$ cat src/rtl/axi_stream_to_galapagos_bridge.sv
// Serializes each FINN AXI-Stream word into one Galapagos packet of BEATS beats, LSB first,
// tagged with this kernel's id and a destination id captured when the word is accepted.
module axi_stream_to_galapagos_bridge #(
   parameter int GALAPAGOS_DATA_WIDTH    = 32,
   parameter int AXI_STREAM_DATA_WIDTH   = 48,
   parameter int GALAPAGOS_MAX_TRANSFERS = 16
) (
   input  logic                              i_clk,
   input  logic                              i_reset,
   input  logic [31:0]                       i_core_TID,
   input  logic [7:0]                        i_dest_TID,
   input  logic                              i_axis_TVALID,
   output logic                              o_axis_TREADY,
   input  logic [AXI_STREAM_DATA_WIDTH-1:0]  i_axis_TDATA,
   output logic                              o_gp_TVALID,
   input  logic                              i_gp_TREADY,
   output logic [GALAPAGOS_DATA_WIDTH-1:0]   o_gp_TDATA,
   output logic [GALAPAGOS_DATA_WIDTH/8-1:0] o_gp_TKEEP,
   output logic [7:0]                        o_gp_TDEST,
   output logic [7:0]                        o_gp_TID,
   output logic                              o_gp_TLAST
);

   localparam int GDW        = GALAPAGOS_DATA_WIDTH;
   localparam int KW         = GDW / 8;
   localparam int BEATS      = (AXI_STREAM_DATA_WIDTH + GDW - 1) / GDW;
   localparam int SHIFT_W    = BEATS * GDW;
   localparam int CNT_W      = (BEATS > 1) ? $clog2(BEATS) : 1;
   localparam int LAST_BYTES = ((AXI_STREAM_DATA_WIDTH / 8 - 1) % KW) + 1;
   localparam logic [KW-1:0] FULL_KEEP = '1;
   localparam logic [KW-1:0] LAST_KEEP = FULL_KEEP >> (KW - LAST_BYTES);

   if (BEATS > GALAPAGOS_MAX_TRANSFERS) begin : g_beats_too_large
      $error("axi_stream_to_galapagos_bridge: BEATS exceeds GALAPAGOS_MAX_TRANSFERS");
   end

   typedef enum logic {IDLE, SEND} state_t;

   state_t             state;
   logic [SHIFT_W-1:0] shift_q;
   logic [CNT_W-1:0]   cnt;
   logic               axis_fire;
   logic               gp_fire;
   logic               last_next;
   logic               unused_core_tid;

   assign unused_core_tid = ^i_core_TID[31:8];

   // Ready is combinational so a new word can be taken on the last-beat handshake,
   // giving back-to-back packets with no bubble.
   assign o_axis_TREADY = !i_reset && (state == IDLE || (o_gp_TVALID && i_gp_TREADY && o_gp_TLAST));
   assign axis_fire     = i_axis_TVALID && o_axis_TREADY;
   assign gp_fire       = o_gp_TVALID && i_gp_TREADY;
   assign last_next     = (cnt == CNT_W'(BEATS - 2));
   assign o_gp_TDATA    = shift_q[GDW-1:0];

   // NOTE: every state element uses <= so all updates see pre-edge values of each other.
   always_ff @(posedge i_clk) begin
      if (i_reset) begin
         state       <= IDLE;
         shift_q     <= '0;
         cnt         <= '0;
         o_gp_TVALID <= 1'b0;
         o_gp_TLAST  <= 1'b0;
         o_gp_TKEEP  <= '0;
         o_gp_TDEST  <= '0;
         o_gp_TID    <= '0;
      end else if (axis_fire) begin
         state       <= SEND;
         shift_q     <= SHIFT_W'(i_axis_TDATA);
         cnt         <= '0;
         o_gp_TVALID <= 1'b1;
         o_gp_TLAST  <= (BEATS == 1);
         o_gp_TKEEP  <= (BEATS == 1) ? LAST_KEEP : FULL_KEEP;
         o_gp_TDEST  <= i_dest_TID;
         o_gp_TID    <= i_core_TID[7:0];
      end else if (gp_fire) begin
         if (o_gp_TLAST) begin
            state       <= IDLE;
            o_gp_TVALID <= 1'b0;
            o_gp_TLAST  <= 1'b0;
         end else begin
            shift_q    <= shift_q >> GDW;
            cnt        <= cnt + CNT_W'(1);
            o_gp_TLAST <= last_next;
            o_gp_TKEEP <= last_next ? LAST_KEEP : FULL_KEEP;
         end
      end
   end

endmodule

$ cat config.mk
export PLATFORM = sky130hd
export DESIGN_NAME = axi_stream_to_galapagos_bridge
export DESIGN_NICKNAME = d
export VERILOG_FILES = /design/src/rtl/axi_stream_to_galapagos_bridge.sv
export SDC_FILE = /design/constraint.sdc
export NUM_CORES = 1
export LEC_CHECK = 0
export CORE_UTILIZATION = 30
export DETAILED_ROUTE_END_ITERATION = 8
export PLACE_DENSITY = 0.72
export SYNTH_ARGS = -nofsm -noshare
export SYNTH_HDL_FRONTEND = slang
export SYNTH_SLANG_ARGS = --single-unit
export TNS_END_PERCENT = 10
$ cat constraint.sdc
create_clock -name i_clk -period 2.8 [get_ports i_clk]
set_input_delay 0.84 -clock i_clk [delete_from_list [all_inputs] [get_ports i_clk]]
set_output_delay 0.84 -clock i_clk [all_outputs]
set_load 0.03 [all_outputs]
Word level (Yosys, flattened, before mapping)
Cells that the tools add are included.
{"block": "word_totals", "regBits": 71, "input_bits": 92, "out_inout_bits": 55, "word_cells": 35}
{"block": "classes", "n_addsub": 1, "n_eq_ne": 1, "n_mux": 11, "bitwise_logic": 3, "n_reduce_logical": 12}
{"operator": "48-bit two-way mux", "n": 3}
{"operator": "4-bit two-way mux", "n": 4}
{"operator": "2-bit AND reduction", "n": 3}
{"operator": "1-bit logical AND", "n": 4}
{"operator": "1-bit two-way mux", "n": 4}
{"operator": "2-bit nonzero test", "n": 2}
{"operator": "1-bit inverter", "n": 3}
{"operator": "2-bit by 1-bit inequality test with 1-bit output, second input constant", "n": 1}
{"operator": "2-bit OR reduction", "n": 1}
{"operator": "1-bit adder, second input constant", "n": 1}
{"operator": "1-bit zero test", "n": 1}
{"operator": "1-bit logical OR", "n": 1}

Depth between registers and ports, before layout
{"block": "depth", "word_depth": 7, "depth_mapped": 7, "mapped_depth_nobuf": 4}

Worst setup path after synthesis
OpenSTA, ideal clock, no wires.
{"block": "synth_path", "kind": "input-to-output", "start": "in i_reset", "end": "out o_axis_TREADY", "arrival_ps": 1619, "required_ps": 1960, "slack_ps": 341, "path_stages": 3, "path_buffers": 2, "path_cell_list": "buf_2 > clkbuf_1 > nor2_1"}
{"block": "synth_via", "elab_chain_len": 2}
{"element": "from (decl)", "line": "9", "text": "input logic i_reset,"}
{"element": "1-bit zero test", "line": "51", "text": "assign o_axis_TREADY = !i_reset && (state == IDLE || (o_gp_TVALID && i_gp_TREADY && o_gp_TLAST));"}
{"element": "1-bit logical AND", "line": "51"}
{"element": "to (decl)", "line": "13", "text": "output logic o_axis_TREADY,"}
Every way passes these cells.

Worst setup path in the final report
{"block": "layout_path", "start": "in i_gp_TREADY", "end": "out o_axis_TREADY"}
{"block": "layout_via", "elab_chain_len": 4}
{"element": "from (decl)", "line": "16", "text": "input logic i_gp_TREADY,"}
{"element": "1-bit logical AND (2 in series)", "line": "51"}
{"element": "1-bit logical OR", "line": "51"}
{"element": "1-bit logical AND", "line": "51"}
Every way passes these cells.

==> flow_metrics.tcl <==
set metrics [dict create \
    outcome "finished, final reports clean" \
    cts_made_buffers 9 \
    clk_pin_slew_ps 70 \
    cellPowerDensity_nw_per_um2 571 \
    synthSimpleGateAreaFrac_pct 21.8 \
    fmax_mhz 384 \
    reg2reg_slack_ps 1170 \
    critPathMaxStageDelay_ps 500 \
    power_frac_seq_pct 44.2 \
    syn_to_final_growth_pct 45.7 \
    overflow 0 \
    avgViaCountPerCell 4.54 \
    rr_worst_depth 6 \
    synth.yosys.seq_area_share_pct 47.5 \
    crit_required_ps 1960 \
    yosysWarnings 0 \
    core_area_um2 9330 \
    timing.final.crit_period_ps 2600 \
    final_hold_viol_count 0 \
    tns_ps 0 \
    syn_area_um2 2910 \
    max-vdd-ir-drop_uv 225 \
    num_antenna_cells 0 \
    io_buffer_count 122 \
    insertion_delay_ps 340 \
    dp.cells 529 \
    routed_wl_mm 7.30 \
    clock_path_buffers 2 \
    cp_max_fo 2 \
    gp_congestion 0.720 \
    cp-end-kind "output pin" \
    final_cell_mix "clkdlybuf4s50_1, dfxtp_1, nand2_1" \
    crit_cells 4 \
    internal_power_w 0.00179 \
    synth_nets 418 \
    placementRows 35 \
    drt_iter0_markers 76 \
    drive_gt1_share_pct 10.1 \
    cts_setup_buffers 0 \
    clkPwrFrac_pct 36.3 \
    setup_viol_count_final 0 \
    final_cells 544 \
    die_w_um 100 \
    swShare_pct 26.1 \
    criticalPathCategory "in2out" \
    worstSetupEndpoint "o_axis_TREADY" \
    finClkSkew_ps 10.5 \
    pwr-share-comb_pct 19.4 \
    grt_pass1_wl_mm 11.8 \
    p_sw_w 0.000630 \
    cp-startpoint "i_gp_TREADY" \
    path_buf_inv 2 \
    io_pins 147 \
    hold_path.class "reg2reg" \
    yosysTopAreaCell "dfxtp_1" \
    slew_viol_final 0 \
    cp_cell_sequence "clkdlybuf4s50_1, a21boi_2, nor2_1, buf_12" \
    cts.sinks 69 \
    synth_fa_ha_area_share_pct 0 \
    drc 0 \
    start_util_pct 31.2 \
    worst-endpoint-arrival_ps 1760 \
    ctsResizeCount 0 \
    synthCells 326 \
    cap_violations 0 \
    synth_top_family_by_area "simple AND/OR/NAND/NOR gates" \
    power_w 0.00242 \
    wire_per_inst_um 13.4 \
    ant_nets 0 \
    die_h_um 100 \
    ys_types 27 \
    root_buffer "clkbuf_8" \
    hpwl_mm 5.03 \
    cp-start-kind "input pin" \
    vias 2468 \
    crit_slowest_cell "clkdlybuf4s50_1" \
    track_usage_pct 15.0 \
    nets 503 \
    synth_compound_area_share_pct 16.7 \
    worstMarginPinSlew_ps 472 \
    cts_tree "built" \
    grt_max_degree 50 \
    grt_pass1_vias 2367 \
    synth.area.mux_share_pct 0.344 \
    cts_max_level 3 \
    fp.dieArea_um2 10100 \
    crit_family "buffers and inverters" \
    synth_xor_area_share_pct 0.301 \
    max_slew_margin_pct 68.4 \
    layout_commonest_cell "clkdlybuf4s50_1" \
    rsz0062_at_grt "no" \
    r2r-end "shift_q[12]" \
    netlist_top_cells_area "dfxtp_1, buf_4, a22oi_1" \
    period_share_pct 92.9 \
    reg2reg_from "state" \
    synth_area_per_cell_um2 8.92 \
    synth_top_area_share_pct 47.5 \
    cts.hold.buffers_added 0 \
    antenna_found_initial 0 \
    dr.pass1.iters 4 \
    ys_seq_elements 69 \
    p_leak_nw 1.59 \
]
[Yosys cell counts, drive strengths merged]
master	number
mux2i	1
nor2	51
a311oi	16
nand2b	1
nand2	64
clkbuf	6
nor2b	3
nand3	1
inv	3
o22ai	1
xor2	1
dfxtp	69
a21boi	1
buf	51
o21ai	2
nor3	2
nand3b	17
a22oi	32
nor3b	2
a21oi	2
[power groups by stage]
stage	clock network, W	logic (W)	registers [W]
3_5_place_dp	0	0.000473	0.00109
2_1_floorplan	0	0.000236	0.00113
5_1_grt	0.000955	0.000502	0.00108
4_1_cts	0.000915	0.000475	0.00107
6_report	0.000878	0.000470	0.00107
3_3_place_gp	0	0.000467	0.00109
[routing by layer]
metal | vias up | track usage (%) | part of all wire, %
met1 | 1137 | 18.6 | 45
li1 | 1242 | - | -
met5 | - | 0 | 0
met3 | 10 | 4.67 | 6.6
met4 | 0 | 6.35 | 1.4
met2 | 79 | 24.1 | 47
[cell families (layout without fill, tap and decap cells)]
kind of cell    Yosys count  count (layout)
buf+inv                  60             149
compound gates           54              54
mux                       1               1
flops                    69              69
xor+xnor                  1               1
simple gates            141             141
[per-stage QoR]
stage                     utilization [%]  setup WS, ps  hold WS (ps)  area [um^2]
after global routing                 45.4           148           496         4240
after floorplan                         -           341           455         2910
after global placement               43.1           174           457         4020
after detailed placement             43.1           203           462         4020
final                                45.4           198           471         4240
after CTS                            45.4           183           477         4240
[registers in the layout (all words and copies together) (netlist names)]
register	flops
shift_q	48
o_gp_TDEST	8
o_gp_TID	8
o_gp_TKEEP	2
cnt	1
o_gp_TLAST	1
state	1
[layout make-up]
| cell class | instances | area (um^2) |
|---|---|---|
| Fill cell | 926 | 5090 |
| Sequential cell | 69 | 1380 |
| Multi-Input combinational cell | 197 | 1150 |
| Clock buffer | 11 | 141 |
| Clock inverter | 4 | 72.6 |
| Inverter | 3 | 11.3 |
| Tap cell | 129 | 161 |
| Timing Repair Buffer | 131 | 1320 |
[worst min-delay path by stage]
stage                  start            end  slack [ps]  cells after the start
5_1_grt           shift_q[4]     shift_q[4]         500                      2
3_5_place_dp   o_gp_TDEST[4]  o_gp_TDEST[4]         460                      2
6_report       o_gp_TDEST[6]  o_gp_TDEST[6]         470                      2
2_1_floorplan     shift_q[0]     shift_q[0]         460                      2
3_3_place_gp   o_gp_TKEEP[1]  o_gp_TKEEP[1]         460                      2
4_1_cts        o_gp_TDEST[6]  o_gp_TDEST[6]         480                      2
[worst min-delay path, cell delays in order (launching register included)]
cell,delay (ps)
dfxtp_1,310
nand3b_1,70
nand2_1,50
Power figures use the tool's default switching activity.
